===== config.mk =====
export PLATFORM = sky130hd
export DESIGN_NAME = ahb_i2c_slave_if
export DESIGN_NICKNAME = d
export VERILOG_FILES = /design/src/rtl/ahb_i2c_pkg.sv /design/src/rtl/ahb_i2c_txfifo.sv /design/src/rtl/ahb_i2c_slave_if.sv
export SDC_FILE = /design/constraint.sdc
export NUM_CORES = 1
export LEC_CHECK = 0
export CAP_MARGIN = 15
export CORE_MARGIN = 5
export CORE_UTILIZATION = 43
export CTS_CLUSTER_DIAMETER = 200
export CTS_CLUSTER_SIZE = 20
export DETAILED_ROUTE_END_ITERATION = 16
export GPL_ROUTABILITY_DRIVEN = 0
export PLACE_DENSITY = 0.84
export SYNTH_ARGS = -nofsm -noshare
export SYNTH_HDL_FRONTEND = slang
export SYNTH_SLANG_ARGS = --single-unit

===== constraint.sdc =====
create_clock -name Hclk -period 4.7 [get_ports Hclk]
set_input_delay 0.94 -clock Hclk [delete_from_list [all_inputs] [get_ports Hclk]]
set_output_delay 0.94 -clock Hclk [all_outputs]
set_load 0.02 [all_outputs]

===== src/rtl/ahb_i2c_pkg.sv =====
// ---------------------------------------------------------------------------
// ahb_i2c_pkg
// Shared constants for the AHB-Lite front end of the AHB-to-I2C bridge:
// AHB transfer/response codes, register offsets, CTRL/STATUS bit positions
// and the slave-interface FSM state encoding.
// ---------------------------------------------------------------------------
package ahb_i2c_pkg;

  // AHB transfer types
  localparam logic [1:0] HTRANS_IDLE   = 2'b00;
  localparam logic [1:0] HTRANS_BUSY   = 2'b01;
  localparam logic [1:0] HTRANS_NONSEQ = 2'b10;
  localparam logic [1:0] HTRANS_SEQ    = 2'b11;

  // AHB responses
  localparam logic HRESP_OKAY  = 1'b0;
  localparam logic HRESP_ERROR = 1'b1;

  // Only word transfers are legal
  localparam logic [2:0] HSIZE_WORD = 3'b010;

  // Register offsets (haddr[3:2])
  localparam logic [1:0] REG_CTRL     = 2'd0;
  localparam logic [1:0] REG_STATUS   = 2'd1;
  localparam logic [1:0] REG_TXDATA   = 2'd2;
  localparam logic [1:0] REG_SLV_ADDR = 2'd3;

  // CTRL bits
  localparam int CTRL_GO = 0;
  localparam int CTRL_RW = 1;

  // STATUS bits
  localparam int STAT_EMPTY   = 0;
  localparam int STAT_FULL    = 1;
  localparam int STAT_BUSY    = 2;
  localparam int STAT_ACK_ERR = 3;
  localparam int STAT_CNT_LSB = 4;

  // Slave-interface FSM
  localparam logic [2:0] ST_IDLE = 3'd0;
  localparam logic [2:0] ST_DATA = 3'd1;
  localparam logic [2:0] ST_WAIT = 3'd2;
  localparam logic [2:0] ST_ERR1 = 3'd3;
  localparam logic [2:0] ST_ERR2 = 3'd4;

  // NONSEQ and SEQ start a transfer; IDLE and BUSY do nothing.
  function automatic logic htrans_active(input logic [1:0] trans);
    case (trans)
      HTRANS_NONSEQ, HTRANS_SEQ: return 1'b1;
      HTRANS_IDLE, HTRANS_BUSY:  return 1'b0;
      default:                   return 1'b0;
    endcase
  endfunction

endpackage


===== src/rtl/ahb_i2c_txfifo.sv =====
// ---------------------------------------------------------------------------
// ahb_i2c_txfifo
// Synchronous FIFO holding bytes queued for the I2C engine. The head entry is
// presented combinationally so the engine sees tx_data while tx_valid is high.
// A push while full is accepted when a pop happens in the same cycle.
// Ports:
//   clk, rst_n        clock, synchronous active-low reset
//   push, push_data   write request and data
//   pop               remove head entry (ignored when empty)
//   head              current head entry
//   full, empty       occupancy flags
//   count             number of stored entries
// ---------------------------------------------------------------------------
module ahb_i2c_txfifo #(
  parameter int DEPTH = 4,
  parameter int WIDTH = 8
) (
  input  logic                     clk,
  input  logic                     rst_n,
  input  logic                     push,
  input  logic [WIDTH-1:0]         push_data,
  input  logic                     pop,
  output logic [WIDTH-1:0]         head,
  output logic                     full,
  output logic                     empty,
  output logic [$clog2(DEPTH):0]   count
);

  localparam int AW = $clog2(DEPTH);

  logic [WIDTH-1:0] mem [DEPTH];
  logic [AW-1:0]    wr_ptr_reg;
  logic [AW-1:0]    rd_ptr_reg;
  logic [AW:0]      count_reg;
  logic             do_push;
  logic             do_pop;

  assign empty   = (count_reg == '0);
  assign full    = (count_reg == (AW+1)'(DEPTH));
  assign count   = count_reg;
  assign head    = mem[rd_ptr_reg];
  assign do_pop  = pop && !empty;
  assign do_push = push && (!full || do_pop);

  always_ff @(posedge clk) begin
    if (do_push) begin
      mem[wr_ptr_reg] <= push_data;
    end
  end

  // Pointers are AW bits wide, so they wrap modulo DEPTH on their own.
  always_ff @(posedge clk) begin
    if (!rst_n) begin
      wr_ptr_reg <= '0;
      rd_ptr_reg <= '0;
      count_reg  <= '0;
    end else begin
      if (do_push) begin
        wr_ptr_reg <= wr_ptr_reg + AW'(1);
      end
      if (do_pop) begin
        rd_ptr_reg <= rd_ptr_reg + AW'(1);
      end
      count_reg <= count_reg + {{AW{1'b0}}, do_push} - {{AW{1'b0}}, do_pop};
    end
  end

endmodule


===== src/rtl/ahb_i2c_slave_if.sv =====
// ---------------------------------------------------------------------------
// ahb_i2c_slave_if
// AHB-Lite slave front end of the AHB-to-I2C bridge. Decodes a 4-register
// window (CTRL, STATUS, TXDATA, SLV_ADDR), queues TXDATA writes in a FIFO for
// the I2C engine and answers with zero-wait OKAY, FIFO-full wait states or a
// two-cycle ERROR response.
// Ports:
//   Hclk, Hreset                clock, synchronous active-low reset
//   hsel/haddr/htrans/hsize/
//   hburst/hwrite/hwdata        AHB-Lite request from the master
//   hready/hresp/hrdata         AHB-Lite response
//   tx_data/tx_valid/tx_ready   byte stream to the I2C engine
//   i2c_go/i2c_rw/i2c_addr      command to the I2C engine
//   i2c_busy/i2c_ack_err        engine status
// ---------------------------------------------------------------------------
module ahb_i2c_slave_if
  import ahb_i2c_pkg::*;
#(
  parameter logic [31:0] BASE_ADDR  = 32'h0000_0000,
  parameter int          FIFO_DEPTH = 4
) (
  input  logic        Hclk,
  input  logic        Hreset,
  input  logic        hsel,
  input  logic [31:0] haddr,
  input  logic [1:0]  htrans,
  input  logic [2:0]  hsize,
  input  logic [2:0]  hburst,
  input  logic        hwrite,
  input  logic [31:0] hwdata,
  output logic        hready,
  output logic        hresp,
  output logic [31:0] hrdata,
  output logic [7:0]  tx_data,
  output logic        tx_valid,
  input  logic        tx_ready,
  output logic        i2c_go,
  output logic        i2c_rw,
  output logic [6:0]  i2c_addr,
  input  logic        i2c_busy,
  input  logic        i2c_ack_err
);

  localparam int CW = $clog2(FIFO_DEPTH) + 1;

  logic [2:0]    state_reg, state_next;
  logic [1:0]    off_reg;
  logic          write_reg;
  logic          rw_reg;
  logic [6:0]    slv_addr_reg;
  logic          ack_err_reg;
  logic          go_reg;

  logic          fifo_full, fifo_empty;
  logic [CW-1:0] fifo_count;
  logic          accept, legal, in_data, wr_tx, reg_wr;
  logic          fifo_pop, fifo_space, fifo_push, hready_int;
  logic [31:0]   status_word;
  logic          unused_bits;

  // Every beat is decoded on its own, so the burst type carries no meaning.
  assign unused_bits = ^{hburst, hwdata[31:8]};

  assign accept     = hsel && htrans_active(htrans) && hready_int;
  assign legal      = (hsize == HSIZE_WORD) && (haddr[1:0] == 2'b00) &&
                      (haddr[31:4] == BASE_ADDR[31:4]);
  assign in_data    = (state_reg == ST_DATA) || (state_reg == ST_WAIT);
  assign wr_tx      = write_reg && (off_reg == REG_TXDATA);
  assign reg_wr     = (state_reg == ST_DATA) && write_reg;

  // A pop in the same cycle frees the entry the push needs.
  assign fifo_pop   = !fifo_empty && tx_ready;
  assign fifo_space = !fifo_full || fifo_pop;
  assign fifo_push  = in_data && wr_tx && fifo_space;

  assign hready_int = !((state_reg == ST_ERR1) || (in_data && wr_tx && !fifo_space));
  assign hready     = hready_int;
  assign hresp      = ((state_reg == ST_ERR1) || (state_reg == ST_ERR2)) ?
                      HRESP_ERROR : HRESP_OKAY;

  assign tx_valid   = !fifo_empty;
  assign i2c_go     = go_reg;
  assign i2c_rw     = rw_reg;
  assign i2c_addr   = slv_addr_reg;

  ahb_i2c_txfifo #(
    .DEPTH (FIFO_DEPTH),
    .WIDTH (8)
  ) u_txfifo (
    .clk       (Hclk),
    .rst_n     (Hreset),
    .push      (fifo_push),
    .push_data (hwdata[7:0]),
    .pop       (fifo_pop),
    .head      (tx_data),
    .full      (fifo_full),
    .empty     (fifo_empty),
    .count     (fifo_count)
  );

  // A stalled TXDATA write parks in WAIT; otherwise the next state follows
  // whatever address phase is accepted alongside the current data phase.
  always_comb begin
    if (state_reg == ST_ERR1) begin
      state_next = ST_ERR2;
    end else if (!hready_int) begin
      state_next = ST_WAIT;
    end else if (accept) begin
      state_next = legal ? ST_DATA : ST_ERR1;
    end else begin
      state_next = ST_IDLE;
    end
  end

  always_comb begin
    status_word                          = '0;
    status_word[STAT_EMPTY]              = fifo_empty;
    status_word[STAT_FULL]               = fifo_full;
    status_word[STAT_BUSY]               = i2c_busy;
    status_word[STAT_ACK_ERR]            = ack_err_reg;
    status_word[STAT_CNT_LSB +: 4]       = 4'(fifo_count);

    hrdata = '0;
    if ((state_reg == ST_DATA) && !write_reg) begin
      case (off_reg)
        REG_CTRL:     hrdata[CTRL_RW] = rw_reg;
        REG_STATUS:   hrdata = status_word;
        REG_SLV_ADDR: hrdata[6:0] = slv_addr_reg;
        default:      hrdata = '0;
      endcase
    end
  end

  always_ff @(posedge Hclk) begin
    if (!Hreset) begin
      state_reg    <= ST_IDLE;
      off_reg      <= '0;
      write_reg    <= 1'b0;
      rw_reg       <= 1'b0;
      slv_addr_reg <= '0;
      ack_err_reg  <= 1'b0;
      go_reg       <= 1'b0;
    end else begin
      state_reg <= state_next;
      if (accept) begin
        off_reg   <= haddr[3:2];
        write_reg <= hwrite;
      end
      go_reg <= reg_wr && (off_reg == REG_CTRL) && hwdata[CTRL_GO];
      if (reg_wr && (off_reg == REG_CTRL)) begin
        rw_reg <= hwdata[CTRL_RW];
      end
      if (reg_wr && (off_reg == REG_SLV_ADDR)) begin
        slv_addr_reg <= hwdata[6:0];
      end
      // A NACK arriving with a clearing write must not be lost.
      if (i2c_ack_err) begin
        ack_err_reg <= 1'b1;
      end else if (reg_wr && (off_reg == REG_STATUS) && hwdata[STAT_ACK_ERR]) begin
        ack_err_reg <= 1'b0;
      end
    end
  end

endmodule

* After elaboration in Yosys (flattened, before gate mapping)
Memories as Yosys holds them, arrays and structs flattened. A register that Yosys moved wholly into a read port is not among the register bits.
Index checks and enable logic that the tools add are counted.
W data, S select, Z words.
** Storage, ports and cells
- Output and inout port bits :: 52
- Word-level logic and storage cells :: 85
- Memories kept :: 1
- Bits of input ports :: 79
- Latch bits :: 0
- Bits in read-only memories :: 0
- Bits in registers :: 23
- Bits in writable memories :: 32
** Memories
- u_txfifo.mem :: words 4, width 8, read ports 1, clocked after memory_dff 1, write ports 1, line ahb_i2c_txfifo.sv:31 : logic [WIDTH-1:0] mem [DEPTH];
** Cells by class
- Multiplexer cells :: 16
- Bitwise logic cells :: 2
- Eq/ne operators :: 12
- $mul :: 0
- Reduce and logical (&&, ||, !) cells :: 38
- Add/sub/neg operators :: 4
- $lt $le $gt $ge :: 0
- Shift operators :: 0
- Div/mod/pow operators :: 0
** Operators with widths (number)
- $logic_not A28 Y1 :: 1
- $logic_and A1 B1 Y1 :: 18
- $mux W2 :: 5
- $pmux W5 S2 :: 1
- $eq A3 B2 Y1 const B :: 3
- $eq A2 B2 Y1 const B :: 4
- $mux W7 :: 1
- $eq A3 B3 Y1 const B :: 2
- $logic_not A2 Y1 :: 3
- $reduce_or A2 Y1 :: 3
- $logic_not A1 Y1 :: 5
- $logic_or A1 B1 Y1 :: 5
- $mux W1 :: 5
- $add A2 B1 Y2 const B :: 2
- $eq A2 B1 Y1 const B :: 2
- $pmux W1 S2 :: 2
- $reduce_or A4 Y1 :: 1
- $add A3 B1 Y3 :: 1
- $eq A3 B1 Y1 const B :: 1
- $logic_not A3 Y1 :: 1
- $mux W3 :: 1
- $pmux W1 S3 :: 1
- $sub A3 B1 Y3 :: 1
- $not A1 Y1 :: 2
- $reduce_bool A2 Y1 :: 1

* Depth between registers and ports, before layout
- Depth after elaboration :: 12
- Gate-level depth with buffers :: 9
- Depth with buffers taken out :: 9

* Hierarchy
Synthesis repeated with hierarchy kept, for this count alone.
** Unflattened totals
- Cell total of the unflattened synthesis :: 214
- Area, all modules :: 2763.9 µm²
** Modules (own cells, without submodules)
- ahb_i2c_txfifo :: cells an instance 89, sequential area each 1141.1 µm², times used 1, area an instance 1630.3 µm²
- ahb_i2c_slave_if :: cells an instance 125, sequential area each 320.3 µm², times used 1, area an instance 1133.6 µm²

* Worst setup path after synthesis
No wires, ideal clock.
- Path type :: in2out
- Start :: input tx_ready
- End :: output hready
- Path buffers :: 0
- Arrival :: 1916 ps
- Stages :: 3
- Data required time :: 3760 ps
- Path slack :: 1844 ps
- Cell sequence :: or4b_4 > nor4b_4 > a21oi_1
** Between the ends
- Word-level cells in the longest chain between the ends :: 6
** Ends and longest elaborated chain
- from (decl) :: line ahb_i2c_slave_if.sv:36 : input logic tx_ready,
- $logic_and A1 B1 Y1 :: line ahb_i2c_slave_if.sv:72 : assign fifo_pop = !fifo_empty && tx_ready;
- $logic_or A1 B1 Y1 :: line ahb_i2c_slave_if.sv:73 : assign fifo_space = !fifo_full || fifo_pop;
- $logic_not A1 Y1 :: line ahb_i2c_slave_if.sv:76 : assign hready_int = !((state_reg == ST_ERR1) || (in_data && wr_tx && !fifo_space));
- $logic_and A1 B1 Y1 :: line ahb_i2c_slave_if.sv:76
- $logic_or A1 B1 Y1 :: line ahb_i2c_slave_if.sv:76
- $logic_not A1 Y1 :: line ahb_i2c_slave_if.sv:76
- to (decl) :: line ahb_i2c_slave_if.sv:31 : output logic hready,
No other way between the ends.

* Worst setup path in the final report
Ends and elaborated chain as after synthesis.

==> run metrics <==
status complete, no violations; flops & latches, synth 57; Diodes inserted 0; Hold Crit Class reg2reg; Finished Layout Cells 377; Vias 1793; postcts setup bufs 0; synth warn 0; Final Skew 0.004906 ns; relative max-transition margin 35.89%; Worst setup EP type output port; clock sinks 57; first-pass GRT wire length 8355 um; H-tree depth 3; die area 7993 um^2; initial antenna violation count 0; worst slew pin tran 0.9591 ns; Final Cell Area 3719 um^2; multi-input logic area 1090 um^2; final setup fails 0; CTS Buffer Depth 2; CTS clk-pin slew, worst paths 0.06 ns; GR Util met3 7.281%; internal power 1.147 mW; number of CTS-inserted buffers 9; Chip Width 89.41 um; setup TNS 0 ns; post-synth cell types 39; GRT Total Usage 14.55%; Worst Path Max Fanout 3; drt total wl 5430 um; busiest grt layer met2; Final HPWL DP 4165 um; largest register by flop count u_txfifo.mem; fin crit period 3.827 ns; total gr overflow 0; fin nets 381; placed instance count 361; CP peak stage delay 0.55 ns; met1 global-route usage 15.42%; CTS root buf clkbuf_8; CTS tree done; PD cells 411.0 nW/um^2; Max stage delay cell, worst path clkdlybuf4s50_1; dpl cell area 3452 um^2; Place WS 0.8718 ns; Layout area overhead 37.15%; Post-Syn Instances 217; net switching power 0.3815 mW; MaxCap Viol Count 0; Post-Syn Area 2711 um^2; Clk Latency, worst-skew pair 0.33 ns; FF/Latch Area 1461 um^2; DR WL/cell 14.40 um; Final ANT Viol Nets 0; chip height 89.41 um; Iteration-0 DRC Markers 43; Final period util 81.42%; I/O pin count 131; Seq pwr share 39.0%; vias per std cell 4.756; Fin. Hold Viols 0; Seq/Total Area, Yosys 53.90%; Clk pwr share 39.2%; RSZ-0062 raised after global routing no; Fin Hold WS 0.4967 ns; DRC 0; Peak VDD IR 238.2 uV; fin util 59.58%; syn_area_per_cell 12.49 um^2; critical path cell sequence clkdlybuf4s50_1 -> or4b_4 -> nor4b_4 -> a21oi_1 -> clkdlybuf4s50_1; share of post-route cells with drive strength above 1 9.667%; largest net degree at the start of global routing 28; Worst Path Class, Setup in2out; fillers 522; Initial Util 43.44%; f_max 0.2613 GHz; Port Buf Inserts 77; vias in the first global route 1835; Core Area 6241 um^2; met2 usage 24.65%; CP arrival 2.89 ns; Worst EP required 3.76 ns; CP Launch Type primary input; final worst slack 0.8730 ns; First-pass DRT Iterations 4; total chip power 1.528 mW; Rows 29; combinational fraction of design power 21.8%; max reg flops 32; Sw Share 24.96%; hold buffers post-CTS 0; Static Leak 1.329 nW; cells resized by post-CTS repair 0; Pins Over Slew Limit 0; CP dominant cell by count clkdlybuf4s50_1
## Yosys cell counts (all sizes together)
library cell / n / area (um^2)
nor3b: 2 / 20.02
xor2: 1 / 8.760
o41a: 1 / 11.26
mux4: 8 / 180.2
and4: 1 / 8.760
xnor2: 5 / 43.79
o21a: 1 / 7.510
a21oi: 3 / 15.01
fa: 1 / 20.02
or4: 1 / 7.510
nor2: 8 / 30.03
nand3: 1 / 5.000
nor4bb: 1 / 10.01
mux2i: 17 / 170.2
clkbuf: 4 / 15.01
nor3: 3 / 15.01
ha: 6 / 75.07
o41ai: 1 / 8.760
nand2b: 3 / 18.77
a31oi: 1 / 6.260
buf: 31 / 215.2
and3: 3 / 18.77
conb: 1 / 3.750
nor2b: 11 / 68.82
inv: 7 / 26.28
nor4: 6 / 37.54
or4b: 1 / 13.76
edfxtp: 32 / 960.9
nor4b: 3 / 41.29
o21ai: 1 / 5.000
or3: 1 / 6.260
nand2: 12 / 45.04
and2: 13 / 81.33
o211a: 1 / 10.01
dfxtp: 25 / 500.5
## logic make-up after synthesis
| family | Yosys count | synth area share, % |
|---|---|---|
| DFF | 57 | 53.90 |
| xor gates and xnor gates | 6 | 1.938 |
| and+or+nand+nor | 70 | 15.78 |
| AOI/OAI and AO/OA | 9 | 2.353 |
| muxes | 25 | 12.92 |
| other | 1 | 0.1383 |
| adders and majority gates | 7 | 3.507 |
| buffers and inverters | 42 | 9.460 |
## worst max-delay path, delay by kind of cell
kind,cells,cell delay [ns]
AO/OA/AOI/OAI,1,0.07
AND/OR/NAND/NOR,2,0.88
buffers and inverters,2,0.99
## per-layer routing
metal | vias to the layer above | share of wire (%)
met2 | 80 | 48
met1 | 828 | 40
li1 | 878 | -
met4 | 0 | 1.5
met5 | - | 0
met3 | 7 | 10
## layout by cell type, fill, tap and decap left out, drive strengths merged, types with 2 or more instances in the layout
| master | n |
|---|---|
| a21oi | 3 |
| and2 | 13 |
| and3 | 3 |
| bufinv | 4 |
| clkbuf | 9 |
| clkdlybuf4s50 | 77 |
| clkinv | 3 |
| conb | 25 |
| dfxtp | 25 |
| edfxtp | 32 |
| ha | 6 |
| inv | 7 |
| mux2i | 17 |
| mux4 | 8 |
| nand2 | 12 |
| nand2b | 3 |
| nor2 | 8 |
| nor2b | 11 |
| nor3 | 3 |
| nor3b | 2 |
| nor4 | 6 |
| nor4b | 3 |
| xnor2 | 5 |
## final timing paths
kind,slack (ns),to,from,cells past startpoint
max,0.87,hready,tx_ready,5
min,0.50,write_reg,write_reg,2
max reg2reg,2.30,u_txfifo.count[2],u_txfifo.count[0],9
min reg2reg,0.50,write_reg,write_reg,2
## cell type report
type | instances | share of cell area, %
clock inverter | 7 | 3.836
inverter | 7 | 0.7066
multi-input combinational | 142 | 29.31
timing repair buffer | 78 | 20.93
clock buffer | 9 | 3.331
tap | 77 | 2.591
sequential | 57 | 39.30
## power by group through the flow
stage	clock network (mW)	logic (mW)	registers, mW
6_report	0.600	0.333	0.596
5_1_grt	0.640	0.363	0.604
4_1_cts	0.612	0.336	0.598
3_5_place_dp	0	0.334	0.608
3_3_place_gp	0	0.327	0.608
2_1_floorplan	0	0.250	0.576
Power figures use the tool's default switching activity.
